**src/rtl/spi_pkg.sv**
```systemverilog
// Shared definitions for the SPI slave transmit path: FSM state encoding
// and the default word width.
package spi_pkg;

  localparam int SPI_W = 8;

  typedef enum logic [0:0] {
    IDLE  = 1'b0,
    SHIFT = 1'b1
  } spi_state_e;

endpackage

```
**src/rtl/rr_arbiter.sv**
```systemverilog
// Combinational round-robin arbiter: grants the first asserted request at or
// above the pointer, wrapping modulo N. Grant is one-hot, or zero when no
// request is pending.
module rr_arbiter #(
  parameter int N = 4
) (
  input  logic [N-1:0]         req,
  input  logic [$clog2(N)-1:0] ptr,
  output logic [N-1:0]         grant
);

  localparam int PW = $clog2(N);

  logic [PW-1:0] idx_s;
  logic          found_s;

  // Scan requesters starting at the pointer and keep the first hit.
  always_comb begin
    grant   = '0;
    found_s = 1'b0;
    idx_s   = '0;
    for (int k = 0; k < N; k++) begin
      idx_s = PW'((int'(ptr) + k) % N);
      if (!found_s && req[idx_s]) begin
        grant[idx_s] = 1'b1;
        found_s      = 1'b1;
      end else begin
        found_s = found_s;
      end
    end
  end

endmodule

```
**src/rtl/spi_tx_arbiter.sv**
```systemverilog
// spi_tx_arbiter: shares the MISO parallel-to-serial shifter between N
// transmit requesters. Each transfer is one load pulse followed by exactly
// W shift enables paced by bit_tick, then a done pulse. A rise of ss_n
// mid-transfer drops the word and pulses aborted.
// Optional feature macro: SPI_TX_ARB_UNDERRUN_EN (sticky underrun flag).
module spi_tx_arbiter
  import spi_pkg::*;
#(
  parameter int W = SPI_W,
  parameter int N = 4
) (
  input  logic           clk,
  input  logic           rst_n,
  input  logic [N-1:0]   req,
  input  logic [N*W-1:0] req_data,
  input  logic           ss_n,
  input  logic           bit_tick,
  output logic [N-1:0]   grant,
  output logic           load,
  output logic [W-1:0]   load_data,
  output logic           shift_en,
  output logic           busy,
  output logic           done,
  output logic           aborted,
  output logic           underrun
);

  localparam int PW = $clog2(N);
  localparam int CW = $clog2(W) + 1;

  spi_state_e    state_q, state_d;
  logic [CW-1:0] count_q, count_d;
  logic [PW-1:0] ptr_q, ptr_d;
  logic [N-1:0]  grant_q, grant_d;
  logic          load_q, load_d;
  logic [W-1:0]  load_data_q, load_data_d;
  logic          busy_q, busy_d;
  logic          done_q, done_d;
  logic          aborted_q, aborted_d;

  logic [N-1:0]  arb_grant_s;
  logic [PW-1:0] next_ptr_s;
  logic [W-1:0]  sel_data_s;
  logic          start_s;
  logic          tick_s;
  logic          last_s;
  logic          abort_s;

  rr_arbiter #(.N(N)) u_rr_arbiter (
    .req   (req),
    .ptr   (ptr_q),
    .grant (arb_grant_s)
  );

  // A transfer starts only from IDLE with the chip selected and work queued.
  assign start_s = (state_q == IDLE) && !ss_n && (req != '0);
  // The load cycle is the first SHIFT cycle; its tick is not a shift.
  assign tick_s  = (state_q == SHIFT) && bit_tick && !load_q;
  assign last_s  = tick_s && (count_q == CW'(W - 1));
  assign abort_s = (state_q == SHIFT) && ss_n;

  // Shifting follows the bit tick directly so the shifter moves on the same edge.
  assign shift_en = tick_s;

  // Decode the winning requester into its word and the pointer that follows it.
  always_comb begin
    sel_data_s = '0;
    next_ptr_s = ptr_q;
    for (int i = 0; i < N; i++) begin
      if (arb_grant_s[i]) begin
        sel_data_s = req_data[i*W +: W];
        next_ptr_s = (i == N - 1) ? '0 : PW'(i + 1);
      end else begin
        sel_data_s = sel_data_s;
      end
    end
  end

  // State register and all registered outputs.
  always_ff @(posedge clk) begin
    if (!rst_n) begin
      state_q     <= IDLE;
      count_q     <= '0;
      ptr_q       <= '0;
      grant_q     <= '0;
      load_q      <= 1'b0;
      load_data_q <= '0;
      busy_q      <= 1'b0;
      done_q      <= 1'b0;
      aborted_q   <= 1'b0;
    end else begin
      state_q     <= state_d;
      count_q     <= count_d;
      ptr_q       <= ptr_d;
      grant_q     <= grant_d;
      load_q      <= load_d;
      load_data_q <= load_data_d;
      busy_q      <= busy_d;
      done_q      <= done_d;
      aborted_q   <= aborted_d;
    end
  end

  // Next-state logic: start on grant, count ticks, leave on last tick or abort.
  always_comb begin
    state_d = state_q;
    count_d = count_q;
    ptr_d   = ptr_q;
    case (state_q)
      IDLE: begin
        if (start_s) begin
          state_d = SHIFT;
          count_d = '0;
          ptr_d   = next_ptr_s;
        end else begin
          state_d = IDLE;
        end
      end
      SHIFT: begin
        if (abort_s) begin
          state_d = IDLE;
          count_d = '0;
        end else if (last_s) begin
          state_d = IDLE;
          count_d = '0;
        end else if (tick_s) begin
          count_d = count_q + CW'(1);
        end else begin
          count_d = count_q;
        end
      end
      default: begin
        state_d = IDLE;
        count_d = '0;
      end
    endcase
  end

  // Output logic: values presented in the cycle after the decision.
  always_comb begin
    grant_d     = '0;
    load_d      = 1'b0;
    load_data_d = '0;
    if (start_s) begin
      grant_d     = arb_grant_s;
      load_d      = 1'b1;
      load_data_d = sel_data_s;
    end else begin
      grant_d = '0;
    end
    busy_d    = (state_d == SHIFT);
    done_d    = last_s && !abort_s;
    aborted_d = abort_s;
  end

`ifdef SPI_TX_ARB_UNDERRUN_EN
  logic underrun_q, underrun_d;

  // Underrun: master clocks bits while nothing is queued; cleared by deselect.
  always_comb begin
    if (ss_n) begin
      underrun_d = 1'b0;
    end else if ((state_q == IDLE) && bit_tick && (req == '0)) begin
      underrun_d = 1'b1;
    end else begin
      underrun_d = underrun_q;
    end
  end

  // Sticky underrun flag register.
  always_ff @(posedge clk) begin
    if (!rst_n) begin
      underrun_q <= 1'b0;
    end else begin
      underrun_q <= underrun_d;
    end
  end

  assign underrun = underrun_q;
`else
  assign underrun = 1'b0;
`endif

  assign grant     = grant_q;
  assign load      = load_q;
  assign load_data = load_data_q;
  assign busy      = busy_q;
  assign done      = done_q;
  assign aborted   = aborted_q;

endmodule
```
**config.mk**
```make
export PLATFORM = sky130hd
export DESIGN_NAME = spi_tx_arbiter
export DESIGN_NICKNAME = d
export VERILOG_FILES = /design/src/rtl/spi_pkg.sv /design/src/rtl/rr_arbiter.sv /design/src/rtl/spi_tx_arbiter.sv
export SDC_FILE = /design/constraint.sdc
export NUM_CORES = 1
export LEC_CHECK = 0
export BUFFER_PORTS_ARGS = -buffer_cell sky130_fd_sc_hd__buf_2
export CAP_MARGIN = 10
export CORE_UTILIZATION = 45
export DETAILED_ROUTE_END_ITERATION = 8
export GPL_TIMING_DRIVEN = 0
export PLACE_DENSITY = 0.75
export SLEW_MARGIN = 40
export SYNTH_ARGS = -nofsm -noshare
export SYNTH_HDL_FRONTEND = slang
export SYNTH_SLANG_ARGS = --single-unit
```
**constraint.sdc**
```tcl
create_clock -name clk -period 3.1 [get_ports clk]
set_input_delay 0.775 -clock clk [delete_from_list [all_inputs] [get_ports clk]]
set_output_delay 0.775 -clock clk [all_outputs]
set_load 0.005 [all_outputs]
```
==> flow_metrics.py <==
metrics = {
    "layout": {
        "drive_gt1_share_pct": 36.3,
        "fin_util_pct": 62.1,
        "final_common_cell": "buf_2",
        "diodes": 0,
        "nNetsFinal": 274,
        "layout_common_cells": "buf_2 (59), dfxtp_1 (21), nor2_1 (10), a211oi_1 (10)",
        "area_growth_pct": 28.2,
    },
    "worst_setup_path": {
        "max_stage_delay_ns": 0.42,
        "cp_common_cell": "buf_6",
        "worstRegToRegCells": 10,
        "r2r_end": "load_data[7]",
        "r2r_slack_ns": 0.29,
        "path_cells": "clkbuf_2 > inv_1 > ha_1 > mux2_2 > a221oi_4 > o311a_1 > buf_6 > buf_6 > nand4_1 > a311oi_1",
        "critical_path_class": "reg2reg",
        "reg2reg_from": "ptr_q[0]",
        "cp-end-kind": "flop",
        "slowest_stage": "dfxtp_4",
        "arrival_ns": 3.03,
        "path_max_fanout": 10,
        "critPathRequiredTime_ns": 3.32,
        "start_kind": "flop",
    },
    "die": {
        "dieArea_mm2": 0.00358,
        "start_util_pct": 48.5,
        "row_count": 20,
        "ioPinCount": 58,
        "die_h_um": 59.8,
        "core_mm2": 0.00310,
        "dieWidth_um": 59.8,
    },
    "synth": {
        "ys_seq_area_share_pct": 29.3,
        "yosysWarnings": 0,
        "synth_top_area_share_pct": 29.3,
        "synth_seq_cells": 22,
        "synth_top_area_cell": "dfxtp_1",
        "async_flop_share_pct": 0,
        "synth_cells": 164,
        "synth_edf_count": 0,
        "ys.flop_type": "dfxtp_1",
        "syn_avg_cell_area_um2": 9.17,
        "yosysUniqueCellTypes": 47,
        "ys_top_cells_by_area": "dfxtp_1 (29%), ha_1 (5.8%), a211oi_1 (5.0%), a311oi_1 (4.7%), mux4_2 (4.5%)",
        "syn_nets": 211,
        "syn_area_mm2": 0.00150,
    },
    "place": {
        "post-place-ws_ns": -0.0642,
        "place_congestion": 0.819,
        "io_buffer_count": 56,
        "hpwl_um": 2780,
    },
    "clock_tree": {
        "htree_levels": 1,
        "cts_inserted_buffers": 3,
        "clockBufferDepth": 2,
        "cts_root_buf": "clkbuf_4",
        "clkSinkCount": 22,
        "clkTransAtPathRegs_ns": 0.13,
        "hold_buffers": 0,
        "clk_latency_ns": 0.31,
        "cts_tree": "yes",
    },
    "global_route": {
        "antenna_found_initial": 0,
        "groute.usage.overall_pct": 21.5,
        "grt_pass1_wl_um": 5980,
        "gr-total-overflow": 0,
        "first_global_vias": 1391,
        "grt_max_degree": 14,
    },
    "sta": {
        "period_share_pct": 90.6,
        "layout_setup_ws_ns": 0.292,
        "maxSlewViolCount": 0,
        "rsz0062_at_grt": "false",
        "tns_ns": 0,
        "min_period_ns": 2.81,
        "final-hold-violation-count": 0,
        "hold_ws_ns": 0.493,
        "max_freq_mhz": 356,
        "report.final.setup_viol": 0,
        "slew-limit-headroom_pct": 59.6,
        "tightest_slew_ns": 0.603,
        "skew_ns": 0.00805,
    },
    "pwr": {
        "ir_worst_vdd_uv": 437,
        "power.leakage_nw": 0.841,
        "power_density_mw_per_mm2": 915,
    },
    "routing": {
        "drtPass1Iterations": 4,
        "final_antenna_net_count": 0,
        "num_vias": 1520,
        "drt-initial-drc-count": 89,
        "via_per_inst": 5.63,
        "drc_errors": 0,
        "wirelength_um": 3710,
        "wire_per_inst_um": 13.7,
    },
    "min_path": {
        "min_from": "count_q[1]",
        "hold-path-endpoint": "count_q[1]",
        "whs_path_depth": 2,
        "hold_path_class": "reg2reg",
    },
    "outcome": {
        "outcome": "completed",
    },
    "job": {
        "cap_violations": 0,
    },
}
==> repair_timing <==
action | 4_1_cts | 5_1_grt
setup endpoints to repair | 9 | 10
buffers inserted | 2 | 0
pin swaps | 2 | 1
endpoints found under the hold margin | 0 | 0
gates resized for setup | 2 | 3
==> cells in the mapped netlist (all sizes together), types with 3 or more instances <==
library cell / number
and2: 6
a211oi: 10
nor2b: 6
a311oi: 8
o211ai: 4
o21ai: 3
dfxtp: 22
nor2: 10
buf: 6
nand3: 9
nand4: 8
a221oi: 3
mux4: 3
inv: 5
clkbuf: 5
a21oi: 9
ha: 7
nand3b: 3
nand2: 5
==> stage by stage <==
step | instances | power (mW) | cell area [um2]
2_1_floorplan | 164 | 1.24 | 1500
3_3_place_gp | 264 | 1.48 | 1840
3_5_place_dp | 264 | 1.49 | 1840
4_1_cts | 270 | 1.75 | 1910
5_1_grt | 270 | 1.91 | 1930
6_report | 270 | 1.76 | 1930
==> cells by family (layout without fill, tap and decap cells) <==
kind of cell / after synthesis / count (layout) / share of synthesized area, %
fa+ha+maj: 7 / 7 / 5.82
flops: 22 / 22 / 29.3
xor+xnor: 2 / 2 / 1.16
compound gates: 52 / 52 / 29.2
other cells: 1 / 1 / 0.249
simple gates: 59 / 59 / 22.8
buf+inv: 16 / 78 / 5.49
mux: 5 / 5 / 5.99
==> layer usage <==
metal / share of wire, % / wire, um / global-route usage [%]
met1: 44 / 1630 / 27.5
met2: 48 / 1770 / 37.5
met3: 7.1 / 263 / 2.16
met4: 1.2 / 44 / 7.64
met5: 0 / 0 / 0
==> power by group <==
part | internal [mW] | total, mW | switching, mW
combinational | 0.510 | 1.16 | 0.650
clock | 0.131 | 0.220 | 0.0896
sequential | 0.342 | 0.383 | 0.0412
total | 0.982 | 1.76 | 0.781
==> sequential cells by signal (all words and copies together), names as in the netlist <==
signal,cells
load,1
load_data,8
count_q,4
done,1
busy,1
ptr_q,2
aborted,1
grant,4
==> final cells by class <==
class,instances,area (um2)
sequential,22,444
timing repair buffer,58,295
fill,301,1170
tap,44,55.1
inverter,5,18.8
clock inverter,1,30.0
multi-input combinational,126,997
clock buffer,3,22.5
buffer,11,65.1
==> worst max-delay path, delay by kind of cell, from the launching register on <==
family                   cells  cell delay [ns]
flip-flops                   1             0.42
AO/OA/AOI/OAI                3             0.84
multiplexers                 1             0.41
adder cells (fa/ha/maj)      1             0.35
buffers and inverters        4             0.59
AND/OR/NAND/NOR              1             0.10
==> worst max path at each step <==
stage | from | endpoint | slack (ns) | cells after the start
3_3_place_gp | ptr_q[0] | ptr_q[0] | -0.07 | 8
3_5_place_dp | ptr_q[0] | ptr_q[0] | -0.06 | 8
2_1_floorplan | ptr_q[0] | ptr_q[1] | 0.32 | 9
6_report | ptr_q[0] | load_data[7] | 0.29 | 10
5_1_grt | ptr_q[0] | load_data[7] | 0.02 | 10
4_1_cts | ptr_q[0] | load_data[7] | 0.06 | 10
Note: power is estimated with default switching activity, not from simulation.
